$ cat config.mk
export PLATFORM = sky130hd
export DESIGN_NAME = nzcv_flag_unit
export DESIGN_NICKNAME = d
export VERILOG_FILES = /design/src/rtl/nzcv_flag_unit.sv
export SDC_FILE = /design/constraint.sdc
export NUM_CORES = 1
export LEC_CHECK = 0
export ABC_AREA = 1
export ABC_CLOCK_PERIOD_IN_PS = 1600
export CAP_MARGIN = 20
export CORE_MARGIN = 4
export CORE_UTILIZATION = 34
export CTS_CLUSTER_DIAMETER = 50
export CTS_CLUSTER_SIZE = 10
export DETAILED_ROUTE_END_ITERATION = 6
export PLACE_DENSITY_LB_ADDON = 0.08
export SLEW_MARGIN = 10
export SYNTH_ARGS = -nofsm -noshare
export SYNTH_HDL_FRONTEND = slang
export SYNTH_SLANG_ARGS = --single-unit
$ cat constraint.sdc
create_clock -name clk -period 1.6 [get_ports clk]
set_input_delay 0.24 -clock clk [delete_from_list [all_inputs] [get_ports clk]]
set_output_delay 0.24 -clock clk [all_outputs]
set_load 0.1 [all_outputs]
$ cat src/rtl/nzcv_flag_unit.sv
// NZCV flag register with condition evaluation for the issuing instruction
// and a one-entry execute stage tracked through a valid/ready handshake.
module nzcv_flag_unit #(
    parameter int FWD = 1
) (
    input  logic       clk,
    input  logic       rst,
    input  logic       issue_valid,
    output logic       issue_ready,
    input  logic [3:0] issue_cond,
    input  logic       issue_s,
    input  logic [3:0] alu_nzcv,
    input  logic       psr_we,
    input  logic [3:0] psr_din,
    output logic       flag_c,
    output logic       flag_v,
    output logic [3:0] nzcv_q,
    output logic       ex_valid,
    output logic       ex_pass
);

    logic       ex_s;
    logic       ex_commit;
    logic       commit_pending;
    logic       issue_fire;
    logic [3:0] eval_flags;

    // Conditions come in pairs; the odd member of each pair is the inverse.
    function automatic logic cond_eval(input logic [3:0] cond, input logic [3:0] f);
        logic n, z, c, v, r;
        n = f[3];
        z = f[2];
        c = f[1];
        v = f[0];
        case (cond[3:1])
            3'd0:    r = z;
            3'd1:    r = c;
            3'd2:    r = n;
            3'd3:    r = v;
            3'd4:    r = c & ~z;
            3'd5:    r = (n == v);
            3'd6:    r = ~z & (n == v);
            default: r = 1'b1;
        endcase
        return cond[0] ? ~r : r;
    endfunction

    assign ex_commit      = ex_valid && ex_s && ex_pass;
    assign commit_pending = ex_commit && !psr_we;
    assign issue_fire     = issue_valid && issue_ready;

    always_comb begin
        eval_flags  = nzcv_q;
        issue_ready = 1'b1;
        if (FWD != 0) begin
            if (psr_we)
                eval_flags = psr_din;
            else if (commit_pending)
                eval_flags = alu_nzcv;
        end else begin
            // Without forwarding, hold issue until the in-flight flag update lands.
            issue_ready = !ex_commit && !psr_we;
        end
    end

    always_ff @(posedge clk or posedge rst) begin
        if (rst) begin
            ex_valid <= 1'b0;
            ex_s     <= 1'b0;
            ex_pass  <= 1'b0;
        end else if (issue_fire) begin
            ex_valid <= 1'b1;
            ex_s     <= issue_s;
            ex_pass  <= cond_eval(issue_cond, eval_flags);
        end else begin
            ex_valid <= 1'b0;
            ex_s     <= 1'b0;
            ex_pass  <= 1'b0;
        end
    end

    // A direct write overrides, and drops, a concurrent ALU commit.
    always_ff @(posedge clk or posedge rst) begin
        if (rst)
            nzcv_q <= 4'b0000;
        else if (psr_we)
            nzcv_q <= psr_din;
        else if (ex_commit)
            nzcv_q <= alu_nzcv;
    end

    assign flag_c = nzcv_q[1];
    assign flag_v = nzcv_q[0];

endmodule

==> run_summary.xml, run 1 <==
<?xml version="1.0" encoding="UTF-8"?>
<metrics>
  <group name="status">
    <metric name="outcome" unit="">completed</metric>
  </group>
  <group name="worst_setup_path">
    <metric name="critical_path_class" unit="">reg -&gt; reg</metric>
    <metric name="timing.critical_path.from_type" unit="">flip-flop</metric>
    <metric name="crit_buf_inv" unit="">1</metric>
    <metric name="cp_cell_instances" unit="">nand3_4 -&gt; buf_6 -&gt; nand3_1 -&gt; nand2_2 -&gt; nor2_1 -&gt; nor2_1 -&gt; nand2_1 -&gt; nand2_1 -&gt; nor2_1 -&gt; nor2_1 -&gt; nor2_1</metric>
    <metric name="critical-path-max-stage-delay" unit="ns">0.48</metric>
    <metric name="endpoint_arrival_time_on_the_critical_path" unit="ns">1.61</metric>
    <metric name="cp_data_required_time" unit="ns">1.75</metric>
    <metric name="path_delay_family" unit="">simple AND/OR/NAND/NOR gates</metric>
    <metric name="crit_path_top_delay_cell" unit="">sky130_fd_sc_hd__dfrtp_4</metric>
    <metric name="worstSetupEndpointType" unit="">flip-flop</metric>
    <metric name="cpMostUsedCell" unit="">sky130_fd_sc_hd__nor2_1</metric>
    <metric name="worst-path-max-fanout" unit="">4</metric>
    <metric name="r2r_setup_slack" unit="ns">0.14</metric>
  </group>
  <group name="route">
    <metric name="first_pass_iters" unit="">4</metric>
    <metric name="dr_wl_cell" unit="um">9.76</metric>
    <metric name="drt_first_iter_violations" unit="">9</metric>
    <metric name="route.antenna.remaining_nets" unit="">0</metric>
    <metric name="remaining_drc_errors" unit="">0</metric>
    <metric name="routed_wl" unit="mm">1.57</metric>
    <metric name="dr_total_vias" unit="">694</metric>
    <metric name="route.detailed.vias_per_inst" unit="">4.31</metric>
  </group>
  <group name="logic_synthesis">
    <metric name="synthCells" unit="">104</metric>
    <metric name="synth_nets" unit="">121</metric>
    <metric name="synth.yosys.warnings" unit="">0</metric>
    <metric name="largest_cells_by_area_after_synthesis" unit="">sky130_fd_sc_hd__dfrtp_1, sky130_fd_sc_hd__nand2_1, sky130_fd_sc_hd__inv_1, sky130_fd_sc_hd__nand3_1, sky130_fd_sc_hd__nor2_1</metric>
    <metric name="synth.cell_area" unit="um2">616</metric>
    <metric name="syn_area_per_cell" unit="um2">5.92</metric>
    <metric name="dominant_cell_type_by_area_after_synthesis" unit="">sky130_fd_sc_hd__dfrtp_1</metric>
    <metric name="synth_largest_type_area_fraction" unit="">0.285</metric>
    <metric name="seq_area_frac_synth" unit="">0.285</metric>
    <metric name="synth_seq_cells" unit="">7</metric>
    <metric name="synth.distinct_cells" unit="">14</metric>
  </group>
  <group name="pwr">
    <metric name="power.density" unit="nW/um2">785</metric>
    <metric name="leakage" unit="nW">0.572</metric>
    <metric name="vdd_drop_max" unit="mV">0.408</metric>
  </group>
  <group name="cells_and_area">
    <metric name="diodes_inserted" unit="">0</metric>
    <metric name="postLayoutCellArea" unit="um2">1050</metric>
    <metric name="flow.area_growth_from_synthesis" unit="%">71.3</metric>
    <metric name="drive_gt1_frac" unit="">0.265</metric>
    <metric name="finish.net_count" unit="">154</metric>
    <metric name="mostFrequentLayoutCell" unit="">sky130_fd_sc_hd__nand2_1</metric>
    <metric name="layout_common_cells" unit="">sky130_fd_sc_hd__nand2_1, sky130_fd_sc_hd__inv_1, sky130_fd_sc_hd__clkdlybuf4s50_1</metric>
  </group>
  <group name="die">
    <metric name="fp.dieArea" unit="um2">2560</metric>
    <metric name="num_rows" unit="">15</metric>
    <metric name="die_h" unit="um">50.6</metric>
    <metric name="io-pin-count" unit="">26</metric>
    <metric name="fp.dieW" unit="um">50.6</metric>
    <metric name="initial_core_util" unit="">0.357</metric>
    <metric name="fp.coreArea" unit="um2">1730</metric>
  </group>
  <group name="cts">
    <metric name="htree_levels" unit="">1</metric>
    <metric name="clkSlewWorstSetupHoldPaths" unit="ns">0.05</metric>
    <metric name="worst_skew_pair.late_latency" unit="ns">0.25</metric>
    <metric name="cts-buffers-inserted" unit="">3</metric>
    <metric name="cts.path.max_buffers" unit="">2</metric>
    <metric name="root_buffer" unit="">sky130_fd_sc_hd__clkbuf_4</metric>
    <metric name="tritoncts_num_sinks" unit="">7</metric>
    <metric name="tritoncts" unit="">done</metric>
    <metric name="cts.hold.buffers_added" unit="">0</metric>
  </group>
  <group name="grt">
    <metric name="number_of_global_route_vias_before_repair" unit="">666</metric>
    <metric name="antenna_found_initial" unit="">0</metric>
    <metric name="grt_first_pass_wirelength" unit="mm">2.77</metric>
    <metric name="grt_overflow_total" unit="">0</metric>
    <metric name="grt_start_max_net_pins" unit="">11</metric>
    <metric name="track_usage" unit="">0.143</metric>
  </group>
  <group name="timing">
    <metric name="hold_viol_final" unit="">0</metric>
    <metric name="max_freq" unit="MHz">685</metric>
    <metric name="min_clock_period_post_route" unit="ns">1.46</metric>
    <metric name="fin_skew" unit="ns">0.00471</metric>
    <metric name="final.setup.tns" unit="ns">0</metric>
    <metric name="post-route-period-util" unit="">0.912</metric>
    <metric name="setup-violations-final" unit="">0</metric>
    <metric name="maxSlewViolCount" unit="">0</metric>
  </group>
  <group name="min_path">
    <metric name="min_path_type" unit="">in -&gt; async</metric>
  </group>
  <group name="place">
    <metric name="placed_cell_area" unit="um2">980</metric>
    <metric name="port_buffers" unit="">24</metric>
    <metric name="half_perimeter_wire_length_after_placement" unit="mm">1.28</metric>
    <metric name="gp_congestion" unit="">0.769</metric>
  </group>
  <group name="flow_run">
    <metric name="drv.max_cap_violation_count" unit="">0</metric>
  </group>
</metrics>
[state kept, by name, summed over array words and instances, names as in the netlist]
register and count:
nzcv_q 4, ex_pass 1, ex_s 1, ex_valid 1
[report_power, final]
part           internal, W  leakage (nW)  total, W  switching (W)
logic             0.000175         0.478  0.000443       0.000268
clock network    0.0000952        0.0150  0.000161      0.0000657
registers         0.000199        0.0790  0.000224      0.0000254
[Yosys cell counts]
cell type                   n
sky130_fd_sc_hd__buf_6      2
sky130_fd_sc_hd__nand3b_1   2
sky130_fd_sc_hd__nand3_2    1
sky130_fd_sc_hd__nor2_1    11
sky130_fd_sc_hd__o21ai_0    3
sky130_fd_sc_hd__nand2_1   36
sky130_fd_sc_hd__dfrtp_1    7
sky130_fd_sc_hd__inv_4      1
sky130_fd_sc_hd__nand4_1    1
sky130_fd_sc_hd__conb_1     1
sky130_fd_sc_hd__nand2_2    5
sky130_fd_sc_hd__buf_4      3
sky130_fd_sc_hd__nand3_1   12
sky130_fd_sc_hd__inv_1     19
[path summary, 6_finish.rpt]
check	from	end	cells after the start
max	ex_valid$_DFF_PP0_	ex_pass$_DFF_PP0_	11
max in group asynchronous	rst	ex_valid$_DFF_PP0_	2
max reg2reg	ex_valid$_DFF_PP0_	ex_pass$_DFF_PP0_	11
min in group clk	issue_valid	ex_valid$_DFF_PP0_	1
min reg2reg	nzcv_q[3]$_DFFE_PP0P_	nzcv_q[3]$_DFFE_PP0P_	2
min	rst	ex_pass$_DFF_PP0_	2
[worst reg2reg max path: stages, from the launching register on]
cell	delay, ns
sky130_fd_sc_hd__dfrtp_4	0.48
sky130_fd_sc_hd__nand3_4	0.12
sky130_fd_sc_hd__buf_6	0.12
sky130_fd_sc_hd__nand3_1	0.07
sky130_fd_sc_hd__nand2_2	0.08
sky130_fd_sc_hd__nor2_1	0.04
sky130_fd_sc_hd__nor2_1	0.12
sky130_fd_sc_hd__nand2_1	0.08
sky130_fd_sc_hd__nand2_1	0.07
sky130_fd_sc_hd__nor2_1	0.04
sky130_fd_sc_hd__nor2_1	0.09
sky130_fd_sc_hd__nor2_1	0.05
[kinds of logic (layout without fill, tap and decap cells)]
logic type      after synthesis  count (layout)  synth area share
simple gates                 68              68             0.486
compound gates                3               3            0.0244
flops                         7               7             0.285
buf+inv                      25              57             0.199
other cells                   1               1           0.00609
[cell type report]
cell class / count / area [um2]
inverter: 20 / 77.6
timing repair buffer: 33 / 394
clock buffer: 4 / 26.3
tap: 25 / 31.3
multi-input combinational: 72 / 338
sequential: 7 / 188
fill: 168 / 672
[per-layer routing]
| metal | share of wire | wire length [um] | track usage |
|---|---|---|---|
| met5 | 0 | 0 | 0 |
| met4 | 0.0064 | 10 | 0.0538 |
| met3 | 0.049 | 77 | 0.0475 |
| met2 | 0.50 | 789 | 0.243 |
| met1 | 0.44 | 694 | 0.166 |
[stage by stage]
| step | util | power (W) | cells | hold WS (ns) | setup slack [ns] |
|---|---|---|---|---|---|
| after floorplan | - | 0.000494 | 104 | 0.0432 | 0.0488 |
| after global placement | 0.567 | 0.000652 | 153 | 0.497 | -0.173 |
| after detailed placement | 0.567 | 0.000657 | 153 | 0.504 | -0.246 |
| after CTS | 0.583 | 0.000825 | 157 | 0.231 | 0.0336 |
| after global routing | 0.611 | 0.000878 | 161 | 0.243 | -0.00333 |
| final | 0.611 | 0.000828 | 161 | 0.223 | 0.140 |
[repair_timing]
item,CTS,global route
buffers inserted,0,4
gates resized for setup,0,7
endpoints found under the setup margin,0,1
hold endpoints to repair,0,0
No activity file was read; power rests on OpenSTA's default activity.
==> run 2, diff against run 1 <==
- CORE_UTILIZATION: 34 -> 40
==> run 2 against run 1 <==
Net effect:
- die area decreased by 13%
- largest power group unchanged
- critical path depth unchanged
- sequential power is 2% higher
- routed wire length is 1.5% lower
- power fell by 1.6%
- critical path type unchanged
==> run_summary.xml, run 2 (synthesis gave the netlist of run 1 again) <==
<?xml version="1.0" encoding="UTF-8"?>
<metrics>
  <group name="die">
    <metric name="initial_core_util" unit="">0.451</metric>
    <metric name="die_h" unit="um">47.2</metric>
    <metric name="num_rows" unit="">13</metric>
    <metric name="io-pin-count" unit="">26</metric>
    <metric name="fp.dieW" unit="um">47.2</metric>
    <metric name="fp.coreArea" unit="um2">1370</metric>
    <metric name="fp.dieArea" unit="um2">2230</metric>
  </group>
  <group name="worst_setup_path">
    <metric name="timing.reg2reg.worst_path_depth" unit="">11</metric>
    <metric name="worst-path-max-fanout" unit="">7</metric>
    <metric name="critical_path_class" unit="">reg -&gt; reg</metric>
    <metric name="endpoint_arrival_time_on_the_critical_path" unit="ns">1.61</metric>
    <metric name="timing.critical_path.from_type" unit="">flip-flop</metric>
    <metric name="worstSetupEndpointType" unit="">flip-flop</metric>
    <metric name="cp_data_required_time" unit="ns">1.74</metric>
  </group>
  <group name="grt">
    <metric name="number_of_global_route_vias_before_repair" unit="">608</metric>
    <metric name="grt_start_max_net_pins" unit="">12</metric>
    <metric name="grt_first_pass_wirelength" unit="mm">2.38</metric>
    <metric name="grt_overflow_total" unit="">0</metric>
    <metric name="antenna_found_initial" unit="">0</metric>
    <metric name="track_usage" unit="">0.147</metric>
  </group>
  <group name="route">
    <metric name="dr_wl_cell" unit="um">10.5</metric>
    <metric name="route.detailed.vias_per_inst" unit="">4.65</metric>
    <metric name="remaining_drc_errors" unit="">0</metric>
    <metric name="first_pass_iters" unit="">4</metric>
    <metric name="dr_total_vias" unit="">688</metric>
    <metric name="routed_wl" unit="mm">1.55</metric>
    <metric name="route.antenna.remaining_nets" unit="">0</metric>
    <metric name="drt_first_iter_violations" unit="">10</metric>
  </group>
  <group name="timing">
    <metric name="fin_skew" unit="ns">0.00265</metric>
    <metric name="hold_viol_final" unit="">0</metric>
    <metric name="min_clock_period_post_route" unit="ns">1.47</metric>
    <metric name="setup-violations-final" unit="">0</metric>
    <metric name="rsz0062_at_grt" unit="">no</metric>
    <metric name="post-route-period-util" unit="">0.921</metric>
    <metric name="final_critical_path_setup_slack" unit="ns">0.126</metric>
    <metric name="max_freq" unit="MHz">678</metric>
    <metric name="maxSlewViolCount" unit="">0</metric>
    <metric name="final.setup.tns" unit="ns">0</metric>
  </group>
  <group name="cells_and_area">
    <metric name="mostFrequentLayoutCell" unit="">sky130_fd_sc_hd__nand2_1</metric>
    <metric name="diodes_inserted" unit="">0</metric>
    <metric name="layout_common_cells" unit="">sky130_fd_sc_hd__nand2_1, sky130_fd_sc_hd__inv_1, sky130_fd_sc_hd__clkdlybuf4s50_1</metric>
    <metric name="postLayoutCellArea" unit="um2">1010</metric>
    <metric name="final.fill_count" unit="">110</metric>
    <metric name="drive_gt1_frac" unit="">0.226</metric>
    <metric name="biggest_register" unit="">nzcv_q</metric>
    <metric name="largest_reg_flops" unit="">4</metric>
    <metric name="finish.net_count" unit="">151</metric>
    <metric name="final_core_util" unit="">0.738</metric>
    <metric name="flow.area_growth_from_synthesis" unit="%">63.8</metric>
  </group>
  <group name="place">
    <metric name="half_perimeter_wire_length_after_placement" unit="mm">1.30</metric>
    <metric name="place_ws" unit="ns">-0.245</metric>
    <metric name="gp_congestion" unit="">0.843</metric>
    <metric name="placed_cell_area" unit="um2">960</metric>
    <metric name="port_buffers" unit="">24</metric>
  </group>
  <group name="cts">
    <metric name="root_buffer" unit="">sky130_fd_sc_hd__clkbuf_4</metric>
    <metric name="cts.path.max_buffers" unit="">2</metric>
    <metric name="worst_skew_pair.late_latency" unit="ns">0.24</metric>
    <metric name="tritoncts_num_sinks" unit="">7</metric>
    <metric name="tritoncts" unit="">done</metric>
    <metric name="cts.hold.buffers_added" unit="">0</metric>
    <metric name="clkSlewWorstSetupHoldPaths" unit="ns">0.05</metric>
    <metric name="cts-buffers-inserted" unit="">3</metric>
    <metric name="htree_levels" unit="">1</metric>
  </group>
  <group name="pwr">
    <metric name="power.density" unit="nW/um2">808</metric>
    <metric name="power.total" unit="W">0.000815</metric>
    <metric name="vdd_drop_max" unit="mV">0.339</metric>
    <metric name="leakage" unit="nW">0.556</metric>
  </group>
  <group name="min_path">
    <metric name="min_path_type" unit="">in -&gt; async</metric>
  </group>
  <group name="status">
    <metric name="outcome" unit="">completed</metric>
  </group>
  <group name="flow_run">
    <metric name="drv.max_cap_violation_count" unit="">0</metric>
  </group>
</metrics>
[run 2: worst paths after layout]
kind | startpoint | to | slack [ns]
min in group clk | psr_we | nzcv_q[2]$_DFFE_PP0P_ | 0.51
max in group asynchronous | rst | ex_pass$_DFF_PP0_ | 1.14
max reg2reg | ex_valid$_DFF_PP0_ | ex_pass$_DFF_PP0_ | 0.13
min | rst | nzcv_q[2]$_DFFE_PP0P_ | 0.22
max | ex_valid$_DFF_PP0_ | ex_pass$_DFF_PP0_ | 0.13
min reg2reg | nzcv_q[2]$_DFFE_PP0P_ | nzcv_q[2]$_DFFE_PP0P_ | 0.63
[run 2: critical path, stage by stage (launching register included)]
cell	delay, ns
sky130_fd_sc_hd__dfrtp_4	0.50
sky130_fd_sc_hd__nand3_4	0.14
sky130_fd_sc_hd__buf_4	0.13
sky130_fd_sc_hd__nand3_1	0.06
sky130_fd_sc_hd__nand2_1	0.10
sky130_fd_sc_hd__nor2_1	0.04
sky130_fd_sc_hd__nor2_1	0.09
sky130_fd_sc_hd__nand2_1	0.08
sky130_fd_sc_hd__nand2_1	0.06
sky130_fd_sc_hd__nor2_1	0.04
sky130_fd_sc_hd__nor2_1	0.08
sky130_fd_sc_hd__nor2_1	0.05
[run 2: final cells by class]
cell class,count,area [um2],share of cell area
repair buffers,30,368,0.365
inverters,20,77.6,0.0769
multi-input cells,72,330,0.328
well taps,15,18.8,0.0186
flip-flops and latches,7,188,0.186
clock buffers,4,26.3,0.0261
[run 2: per-stage QoR]
| step | cells | hold WS, ns |
|---|---|---|
| floorplan | 104 | 0.0432 |
| CTS | 146 | 0.229 |
| finish | 148 | 0.221 |
| global route | 148 | 0.241 |
| detailed placement | 142 | 0.494 |
| global placement | 142 | 0.483 |
[run 2: power breakdown]
group	leakage (nW)	internal (W)	switching (W)
Sequential	0.0790	0.000199	0.0000296
Clock	0.0150	0.0000951	0.0000638
Combinational	0.462	0.000165	0.000263
Total	0.556	0.000459	0.000356
[run 2: layer usage]
metal  share of wire  routed length (um)  up-vias  global-route usage
li1                -                   -      368                   -
met1            0.44                 675      304               0.180
met2            0.52                 808       16               0.259
met3           0.042                  65        0              0.0230
met4               0                   0        0              0.0442
met5               0                   0        -                   0
[run 2: what timing repair did]
item | 4_1_cts | 5_1_grt
gates resized for setup | 0 | 3
setup buffers | 0 | 2
setup endpoints to repair | 0 | 1
==> run 3, diff against run 2 <==
- ABC_CLOCK_PERIOD_IN_PS: 1600 -> 1700
- clock period: 1.6 -> 1.7 ns (I/O delays scaled with it)
==> run 3 against run 2 <==
Net effect:
- sequential cell count did not move
- core utilization fell by 1.9 points
- power fell by 6.7%
- combinational power fell by 6.6%
- routed wire length fell by 3.9%
- first-iteration DRC count rose by 60%
- sequential share of layout area fell by 0.14 points
- clock skew rose by 0.0029 ns
- largest power group unchanged
- highest routed layer is now met4
==> run_summary.xml, run 3 (synthesis gave the netlist of run 1 again) <==
<?xml version="1.0" encoding="UTF-8"?>
<metrics>
  <group name="status">
    <metric name="outcome" unit="">completed</metric>
  </group>
  <group name="route">
    <metric name="dr_total_vias" unit="">674</metric>
    <metric name="drt_first_iter_violations" unit="">16</metric>
    <metric name="first_pass_iters" unit="">4</metric>
    <metric name="dr_wl_cell" unit="um">10.1</metric>
    <metric name="routed_wl" unit="mm">1.49</metric>
    <metric name="route.detailed.vias_per_inst" unit="">4.59</metric>
    <metric name="remaining_drc_errors" unit="">0</metric>
    <metric name="route.antenna.remaining_nets" unit="">0</metric>
  </group>
  <group name="die">
    <metric name="fp.dieArea" unit="um2">2230</metric>
    <metric name="initial_core_util" unit="">0.451</metric>
    <metric name="io-pin-count" unit="">26</metric>
    <metric name="die_h" unit="um">47.2</metric>
    <metric name="fp.coreArea" unit="um2">1370</metric>
    <metric name="num_rows" unit="">13</metric>
    <metric name="fp.dieW" unit="um">47.2</metric>
  </group>
  <group name="timing">
    <metric name="maxSlewViolCount" unit="">0</metric>
    <metric name="rsz0062_at_grt" unit="">no</metric>
    <metric name="min_clock_period_post_route" unit="ns">1.59</metric>
    <metric name="post-route-period-util" unit="">0.933</metric>
    <metric name="max_freq" unit="MHz">630</metric>
    <metric name="hold_viol_final" unit="">0</metric>
    <metric name="fin_skew" unit="ns">0.00558</metric>
    <metric name="final_critical_path_setup_slack" unit="ns">0.113</metric>
    <metric name="worst_hold_slack" unit="ns">0.227</metric>
    <metric name="setup-violations-final" unit="">0</metric>
    <metric name="final.setup.tns" unit="ns">0</metric>
  </group>
  <group name="worst_setup_path">
    <metric name="timing.critical_path.from_type" unit="">flip-flop</metric>
    <metric name="critical_path_class" unit="">reg -&gt; reg</metric>
    <metric name="worst-path-max-fanout" unit="">8</metric>
    <metric name="worstSetupEndpointType" unit="">flip-flop</metric>
    <metric name="r2r_setup_slack" unit="ns">0.11</metric>
    <metric name="endpoint_arrival_time_on_the_critical_path" unit="ns">1.73</metric>
    <metric name="cp_data_required_time" unit="ns">1.84</metric>
  </group>
  <group name="pwr">
    <metric name="power.density" unit="nW/um2">774</metric>
    <metric name="vdd_drop_max" unit="mV">0.302</metric>
    <metric name="power.total" unit="W">0.000760</metric>
    <metric name="leakage" unit="nW">0.554</metric>
  </group>
  <group name="cells_and_area">
    <metric name="flow.area_growth_from_synthesis" unit="%">59.6</metric>
    <metric name="biggest_register" unit="">nzcv_q</metric>
    <metric name="diodes_inserted" unit="">0</metric>
    <metric name="final_core_util" unit="">0.719</metric>
    <metric name="largest_reg_flops" unit="">4</metric>
    <metric name="drive_gt1_frac" unit="">0.197</metric>
    <metric name="finish.net_count" unit="">150</metric>
    <metric name="layout_common_cells" unit="">sky130_fd_sc_hd__nand2_1, sky130_fd_sc_hd__inv_1, sky130_fd_sc_hd__clkdlybuf4s50_1</metric>
    <metric name="mostFrequentLayoutCell" unit="">sky130_fd_sc_hd__nand2_1</metric>
  </group>
  <group name="place">
    <metric name="half_perimeter_wire_length_after_placement" unit="mm">1.26</metric>
    <metric name="port_buffers" unit="">24</metric>
    <metric name="place_ws" unit="ns">-0.169</metric>
    <metric name="gp_congestion" unit="">0.840</metric>
  </group>
  <group name="cts">
    <metric name="tritoncts" unit="">done</metric>
    <metric name="cts.path.max_buffers" unit="">2</metric>
    <metric name="root_buffer" unit="">sky130_fd_sc_hd__clkbuf_4</metric>
    <metric name="post_cts_buffers" unit="">0</metric>
    <metric name="htree_levels" unit="">1</metric>
    <metric name="cts.hold.buffers_added" unit="">0</metric>
    <metric name="tritoncts_num_sinks" unit="">7</metric>
    <metric name="worst_skew_pair.late_latency" unit="ns">0.25</metric>
    <metric name="clkSlewWorstSetupHoldPaths" unit="ns">0.05</metric>
    <metric name="cts-buffers-inserted" unit="">3</metric>
  </group>
  <group name="grt">
    <metric name="grt_start_max_net_pins" unit="">11</metric>
    <metric name="grt_first_pass_wirelength" unit="mm">2.20</metric>
    <metric name="grt_overflow_total" unit="">0</metric>
    <metric name="track_usage" unit="">0.138</metric>
    <metric name="number_of_global_route_vias_before_repair" unit="">568</metric>
    <metric name="antenna_found_initial" unit="">0</metric>
  </group>
  <group name="min_path">
    <metric name="min_path_type" unit="">in -&gt; async</metric>
  </group>
  <group name="flow_run">
    <metric name="drv.max_cap_violation_count" unit="">0</metric>
  </group>
</metrics>
run 3: repair_timing:
action                                  CTS  global route
resized for setup                         0             1
hold endpoints to repair                  0             0
endpoints found under the setup margin    0             1
run 3: report_power, final:
group	switching (W)	total [W]	internal [W]
Combinational	0.000246	0.000399	0.000153
Clock	0.0000609	0.000150	0.0000895
Sequential	0.0000260	0.000211	0.000185
Total	0.000333	0.000760	0.000427
run 3: worst paths after layout:
| path | startpoint | to | cells after the start |
|---|---|---|---|
| worst max-delay path | ex_valid$_DFF_PP0_ | ex_pass$_DFF_PP0_ | 10 |
| worst min-delay path | rst | ex_valid$_DFF_PP0_ | 2 |
| worst max register to register | ex_valid$_DFF_PP0_ | ex_pass$_DFF_PP0_ | 10 |
| worst min register to register | nzcv_q[3]$_DFFE_PP0P_ | nzcv_q[3]$_DFFE_PP0P_ | 2 |
| max in group asynchronous | rst | ex_valid$_DFF_PP0_ | 2 |
| min in group clk | issue_valid | ex_valid$_DFF_PP0_ | 1 |
run 3: stage by stage:
stage,cell area [um2],std cells
2_1_floorplan,622,104
5_1_grt,982,147
3_3_place_gp,953,143
6_report,982,147
4_1_cts,980,147
3_5_place_dp,953,143
run 3: layout make-up:
class,count,area [um2]
inverters,20,77.6
flip-flops and latches,7,181
clock buffers,4,26.3
repair buffers,29,360
well taps,15,18.8
multi-input cells,72,318
fillers,128,384
run 3: layer usage:
metal,vias up,global-route usage,share of wire
met5,-,0,0
met4,0,0.0497,0.015
met3,2,0.0230,0.056
met2,21,0.249,0.47
met1,288,0.162,0.46
li1,363,-,-
run 3: worst max-delay path, stage by stage (launching register included):
cell                      delay (ns)
sky130_fd_sc_hd__dfrtp_4        0.49
sky130_fd_sc_hd__nand3_2        0.15
sky130_fd_sc_hd__nand2_2        0.13
sky130_fd_sc_hd__nand2_1        0.09
sky130_fd_sc_hd__nand2_1        0.08
sky130_fd_sc_hd__nand2_1        0.07
sky130_fd_sc_hd__nand2_1        0.07
sky130_fd_sc_hd__o21ai_0        0.17
sky130_fd_sc_hd__nand4_1        0.11
sky130_fd_sc_hd__nand2_1        0.08
sky130_fd_sc_hd__nor2_1         0.04
==> patch 1 (flow settings as in run 1) <==
`FWD`: 1 -> 0.
--- a/src/rtl/nzcv_flag_unit.sv
+++ b/src/rtl/nzcv_flag_unit.sv
@@ -3,3 +3,3 @@
 module nzcv_flag_unit #(
-    parameter int FWD = 1
+    parameter int FWD = 0
 ) (
Formal check against the unedited RTL: not equivalent (Yosys sat finds a counterexample within 4 cycles, from zero or initial values and one cycle with rst high).
==> patch 1 against run 1 <==
  * Register-to-register slack improved by 0.34 ns
  * Global-route usage decreased by 1.9 points
  * Total power decreased by 13%
  * Worst setup slack improved by 0.054 ns
  * Synthesized area decreased by 29%
  * Non-clock buffer count decreased by 7
  * Clock power decreased by 5%
  * Final area decreased by 24%
  * Hold slack got worse by 0.0099 ns
  * Wire length decreased by 39%
  * Sequential cell count unchanged
  * Die area decreased by 25%
==> patch 1: results (changes against run 1) <==
- Top post-synthesis cells by count: sky130_fd_sc_hd__nand2_1 (17), sky130_fd_sc_hd__dfrtp_1 (7), sky130_fd_sc_hd__inv_1 (7), sky130_fd_sc_hd__nor2_1 (7), sky130_fd_sc_hd__nand3_1 (5)
- Nets: 105 (-32%)
* Status: completed
- Count of antenna-violating nets left after detailed routing: 0 (unchanged)
- The global-route wire length before repair is 1.73 mm (-37%).
- Syn_nets: 77 (-36%)
- The final routed wirelength across all metal layers came to 966 um (-39%).
- GRT Total Usage: 12.4% (-1.9 points)
- Sw Share: 40.7% (-2.7 points)
* Family with the most delay on the worst path: flip-flops
* Final estimated routing congestion in global placement: 0.776 (+0.87%)
- Reg-to-reg critical path startpoint: nzcv_q[0]$_DFFE_PP0N_
- # port buffers: 25 (+4.2%)
* Number of global-route vias before repair: 453 (-32%)
- Filler Cells Inserted: 98 (-42%)
* Clock Path Buffers: 2 (unchanged)
* Half-perimeter wire length after placement: 859 um (-33%)
- Leakage power: 0.000382 uW (-33%)
* Share of final-layout standard cells stronger than drive strength 1: 25.3% (-1.2 points)
- Number of different library cells in the post-synthesis netlist: 16 (+2)
* Largest net degree at the start of global routing: 12 (+1)
- Highest cell delay on the worst timing path: 0.42 ns (-0.06 ns)
- The DRC marker count from the first detailed-route iteration is 4 (-5).
- The global-route met1 utilization came to 13.1% (-3.5 points).
- In the post-synthesis netlist, the biggest area contributors are sky130_fd_sc_hd__dfrtp_1 (40%), sky130_fd_sc_hd__nand2_1 (15%), sky130_fd_sc_hd__inv_1 (6.1%).
- The peak fanout along the critical path came to 11 (+7).
- The register with the most flip-flops in the final layout is nzcv_q.
- Maximum clock skew at final layout: 0.000936 ns (-0.00378 ns)
* Number of vias in the routed layout: 469 (-32%)
- Seq/Total Area, Yosys: 40.3% (+12 points)
* Clock latency on the worst-skew pair: 0.24 ns
- GR met2 Demand/Resource: 20.1% (-4.3 points)
- Antenna cells: 0 (unchanged)
- Data arrival time at the worst-slack endpoint: 1.17 ns (-0.44 ns)
- The worst ir drop on vdd is 0.436 mV (+7.0%).
- Global routing met3 resource utilization: 3.32% (-1.4 points)
- Crit-path slowest cell: sky130_fd_sc_hd__dfrtp_2
==> patch 1: cell types whose count changed in the layout (fill, tap and decap cells not counted), sizes merged, moves of 4 or more <==
cell	delta
inv	-11
buf	-7
nand2	-23
nand3	-8
a31oi	+4
==> patch 1: power groups by stage <==
| stage | registers, uW | clock network (uW) | logic (uW) |
|---|---|---|---|
| finish | 221 | 153 | 347 |
| global route | 224 | 173 | 364 |
| CTS | 222 | 157 | 350 |
| detailed placement | 225 | 0 | 349 |
| global placement | 224 | 0 | 347 |
| floorplan | 313 | 0 | 114 |
==> patch 1: stage by stage <==
step | worst slack [ns] | util (%) | total power [uW] | area, um^2 | instances
2_1_floorplan | 0.0195 | - | 428 | 440 | 60
5_1_grt | 0.134 | 69.7 | 762 | 806 | 101
4_1_cts | 0.180 | 69.7 | 729 | 806 | 101
3_3_place_gp | 0.184 | 67.4 | 570 | 779 | 97
6_report | 0.194 | 69.7 | 721 | 806 | 101
3_5_place_dp | 0.166 | 67.4 | 574 | 779 | 97
==> patch 1: cells by family after synthesis <==
kind of cell | share of synthesized area (%)
AND/OR/NAND/NOR | 35.2
buffers and inverters | 13.8
flip-flops | 40.3
AO/OA/AOI/OAI | 8.64
XOR/XNOR | 2.02
==> patch 1: layout make-up <==
type / instances / area share (%)
timing repair buffer: 26 / 43.2
multi-input combinational: 41 / 24.7
sequential: 7 / 22.5
inverter: 9 / 4.19
clock buffer: 4 / 3.26
tap: 14 / 2.17
==> patch 1: worst reg2reg max path: stages (launching register included) <==
cell                       delay [ns]
sky130_fd_sc_hd__dfrtp_2         0.47
sky130_fd_sc_hd__o21bai_1        0.16
sky130_fd_sc_hd__nand2_1         0.06
sky130_fd_sc_hd__nor2_1          0.14
sky130_fd_sc_hd__nand3_1         0.09
sky130_fd_sc_hd__nand2_1         0.06
sky130_fd_sc_hd__nor2_1          0.04
==> patch 1: final timing paths <==
kind | endpoint | slack, ns | cells after the start
max | issue_ready | 0.19 | 4
min | nzcv_q[3]$_DFFE_PP0N_ | 0.21 | 2
max reg2reg | ex_pass$_DFF_PP0_ | 0.48 | 6
min reg2reg | nzcv_q[2]$_DFFE_PP0N_ | 0.63 | 2
max in group asynchronous | ex_pass$_DFF_PP0_ | 1.17 | 2
min in group clk | ex_valid$_DFF_PP0_ | 0.55 | 3
==> patch 1: routing by layer <==
| layer | share of wire [%] | vias up |
|---|---|---|
| met5 | 0 | - |
| met4 | 4.0 | 0 |
| met3 | 12 | 4 |
| met2 | 46 | 24 |
| met1 | 38 | 197 |
| li1 | - | 244 |
==> patch 2 (settings of run 1) <==
Without the edit above. Register the outputs `flag_c` and `flag_v`; this adds one clock of latency there. The other outputs are not delayed to match.
--- a/src/rtl/nzcv_flag_unit.sv
+++ b/src/rtl/nzcv_flag_unit.sv
@@ -91,4 +91,6 @@
 
-    assign flag_c = nzcv_q[1];
-    assign flag_v = nzcv_q[0];
+    always_ff @(posedge clk) begin
+        flag_c <= nzcv_q[1];
+        flag_v <= nzcv_q[0];
+    end
 
Formal check against the unedited RTL: not equivalent (Yosys sat finds a counterexample within 4 cycles, from zero or initial values and one cycle with rst high).
==> patch 2 against run 1 <==
  * Wire length shrank 0.45%
  * Total power grew 8.3%
  * Sequential cell count grew 2
  * Critical path depth is the same
  * Sequential power grew 26%
  * Final area grew 3.6%
  * Via count grew 3.3%
  * Worst setup slack gained 0.028 ns
  * Synthesized area grew 10%
  * Critical path type unchanged
  * Critical endpoint unchanged
==> patch 2: results (changes against run 1) <==
* Placement-stage worst setup slack: -0.153 ns (+0.0933 ns)
- The count of unique library cells instantiated by Yosys came to 18 (+4).
- The via count of the first global-routing pass is 647 (-2.9%).
- The peak fanout along the critical path was 8 (+4).
- The fraction of synthesis flops using an asynchronous set or reset pin is 77.8% (-22 points).
- The register with the most flip-flops in the final layout is nzcv_q.
* Clock Path Buffers: 2 (unchanged)
- The deepest level of the CTS H-tree is 1 (unchanged).
- The amount of wire on met2 after detailed routing was 779 um (-1.3%).
- The number of iterations in the first detailed-routing pass came to 4 (unchanged).
- Half-perimeter wire length after placement: 1.27 mm (-1.2%)
- The endpoint identified for the worst register-to-register timing path is ex_pass$_DFF_PP0_.
- The DRC marker count from the first detailed-route iteration came to 10 (+1).
- Worst hold path class: input pin to asynchronous set/reset pin
* Critical Path Sink Type: register
- # port buffers: 24 (unchanged)
* Antenna violations before repair: 0 (unchanged)
- The layout cell share with drive strength beyond 1 is 28.1% (+1.7 points).
* Leading register cell type out of synthesis: sky130_fd_sc_hd__dfrtp_1
- Mapped Cells: 105 (+0.96%)
- The later pin in the worst-skew pair is clocked with a latency of 0.26 ns.
* Maximum VDD drop: 0.476 mV (+17%)
* Synth warn: 0 (unchanged)
- The total number of vias came to 717 (+3.3%).
* Cell area after placement: 1030 um^2 (+5.4%)
- Data arrival time at the worst-slack endpoint: 1.63 ns (+0.02 ns)
* Largest cells by area after synthesis: sky130_fd_sc_hd__dfrtp_1 (26%), sky130_fd_sc_hd__nand2_1 (18%), sky130_fd_sc_hd__inv_1 (9.9%)
* Highest metal layer with signal wires: met3
- The total CTS buffers is 3 (unchanged).
* Leakage power: 0.000574 uW (+0.22%)
- CP startpoint: ex_valid$_DFF_PP0_
- The largest clock skew in the final design was 0.00216 ns (-0.00255 ns).
- Wire per inst: 9.78 um (+0.18%)
- The met1 routed wirelength after detailed routing came to 691 um (-0.43%).
- The commonest cells after synthesis are sky130_fd_sc_hd__nand2_1 (33), sky130_fd_sc_hd__inv_1 (18), sky130_fd_sc_hd__nor2_1 (11).
- The number of cells after detailed placement is 153 (unchanged).
* First-pass GRT wire length: 2.58 mm (-6.7%)
* Largest net degree at the start of global routing: 14 (+3)
* Syn_nets: 122 (+0.83%)
- The share of the yosys chip area belonging to registers was 31.7% (+3.2 points).
- The register-to-register path setup slack is 0.17 ns (+0.03 ns).
- WL met3: 94 um (+22%)
- DRT Wirelength: 1.57 mm (-0.45%)
- Flip-flop count of the largest register after layout: 4 (unchanged)
- Clk root buf: sky130_fd_sc_hd__clkbuf_4
* R2R cell count: 11 (unchanged)
- The run finished with clean final reports.
- Final estimated routing congestion in global placement: 0.833 (+8.4%)
- The aggregate global-route resource usage came to 12.6% (-1.7 points).
- The time the worst path needs with I/O delays and setup is 1.43 ns (-0.0277 ns).
- CTS clock-pin slew for the worst setup and hold paths: 0.06 ns
- Antenna cells: 0 (unchanged)
patch 2: cell types whose count changed after synthesis, moves of 2 or more:
| cell | run 1 | this run |
|---|---|---|
| sky130_fd_sc_hd__o21ai_0 | 3 | 0 |
| sky130_fd_sc_hd__dfxtp_1 | 0 | 2 |
| sky130_fd_sc_hd__nand2_1 | 36 | 33 |
| sky130_fd_sc_hd__o21ai_1 | 0 | 2 |
| sky130_fd_sc_hd__nand2_2 | 5 | 8 |
| sky130_fd_sc_hd__nand3_1 | 12 | 10 |
| sky130_fd_sc_hd__o21ai_2 | 0 | 2 |
patch 2: area by class of cell:
cell class / count / area (um^2)
Fill cell: 183 / 709
Multi-Input combinational cell: 74 / 369
Timing Repair Buffer: 29 / 364
Sequential cell: 9 / 228
Inverter: 19 / 73.8
Tap cell: 25 / 31.3
Clock buffer: 4 / 26.3
patch 2: worst min path at each step:
stage	start	endpoint	slack, ns	depth (start not counted)
after floorplan	rst	ex_s$_DFF_PP0_	0.04	1
after global placement	nzcv_q[0]$_DFFE_PP0P_	flag_v$_DFF_P_	0.43	0
after detailed placement	nzcv_q[0]$_DFFE_PP0P_	flag_v$_DFF_P_	0.44	0
after CTS	rst	ex_valid$_DFF_PP0_	0.22	2
after global routing	rst	ex_valid$_DFF_PP0_	0.24	2
final	rst	ex_valid$_DFF_PP0_	0.21	2
patch 2: cell families (layout without fill, tap and decap cells):
logic type | Yosys count | after routing | synth area share, %
simple gates | 69 | 69 | 49.4
buf+inv | 22 | 52 | 14.4
flops | 9 | 9 | 31.7
compound gates | 4 | 4 | 4.05
other cells | 1 | 1 | 0.552
patch 2: power by group:
part           internal [uW]  switching (uW)  total [uW]  leakage (uW)
Sequential               254            27.2         282     0.0000961
Clock                   96.2            80.9         177     0.0000150
Combinational            169             269         438      0.000463
patch 2: critical path, stage by stage, from the launching register on:
cell	delay, ns
sky130_fd_sc_hd__dfrtp_4	0.49
sky130_fd_sc_hd__nand3_4	0.14
sky130_fd_sc_hd__nand2_4	0.10
sky130_fd_sc_hd__nand2_2	0.08
sky130_fd_sc_hd__nand2_2	0.07
sky130_fd_sc_hd__nand2_1	0.08
sky130_fd_sc_hd__nand2_2	0.06
sky130_fd_sc_hd__nor2_1	0.10
sky130_fd_sc_hd__nor2_1	0.04
sky130_fd_sc_hd__nor2_1	0.09
sky130_fd_sc_hd__nor2_1	0.04
sky130_fd_sc_hd__nor2_1	0.07
patch 2: timing repair:
action / CTS / global route
buffers inserted: 0 / 3
endpoints found under the setup margin: 0 / 1
resized for setup: 0 / 4
patch 2: layer usage:
layer  vias to the layer above  GRT usage (%)
li1                        374              -
met1                       325           14.7
met2                        18           20.9
met3                         0           5.98
met4                         0           2.55
met5                         -              0
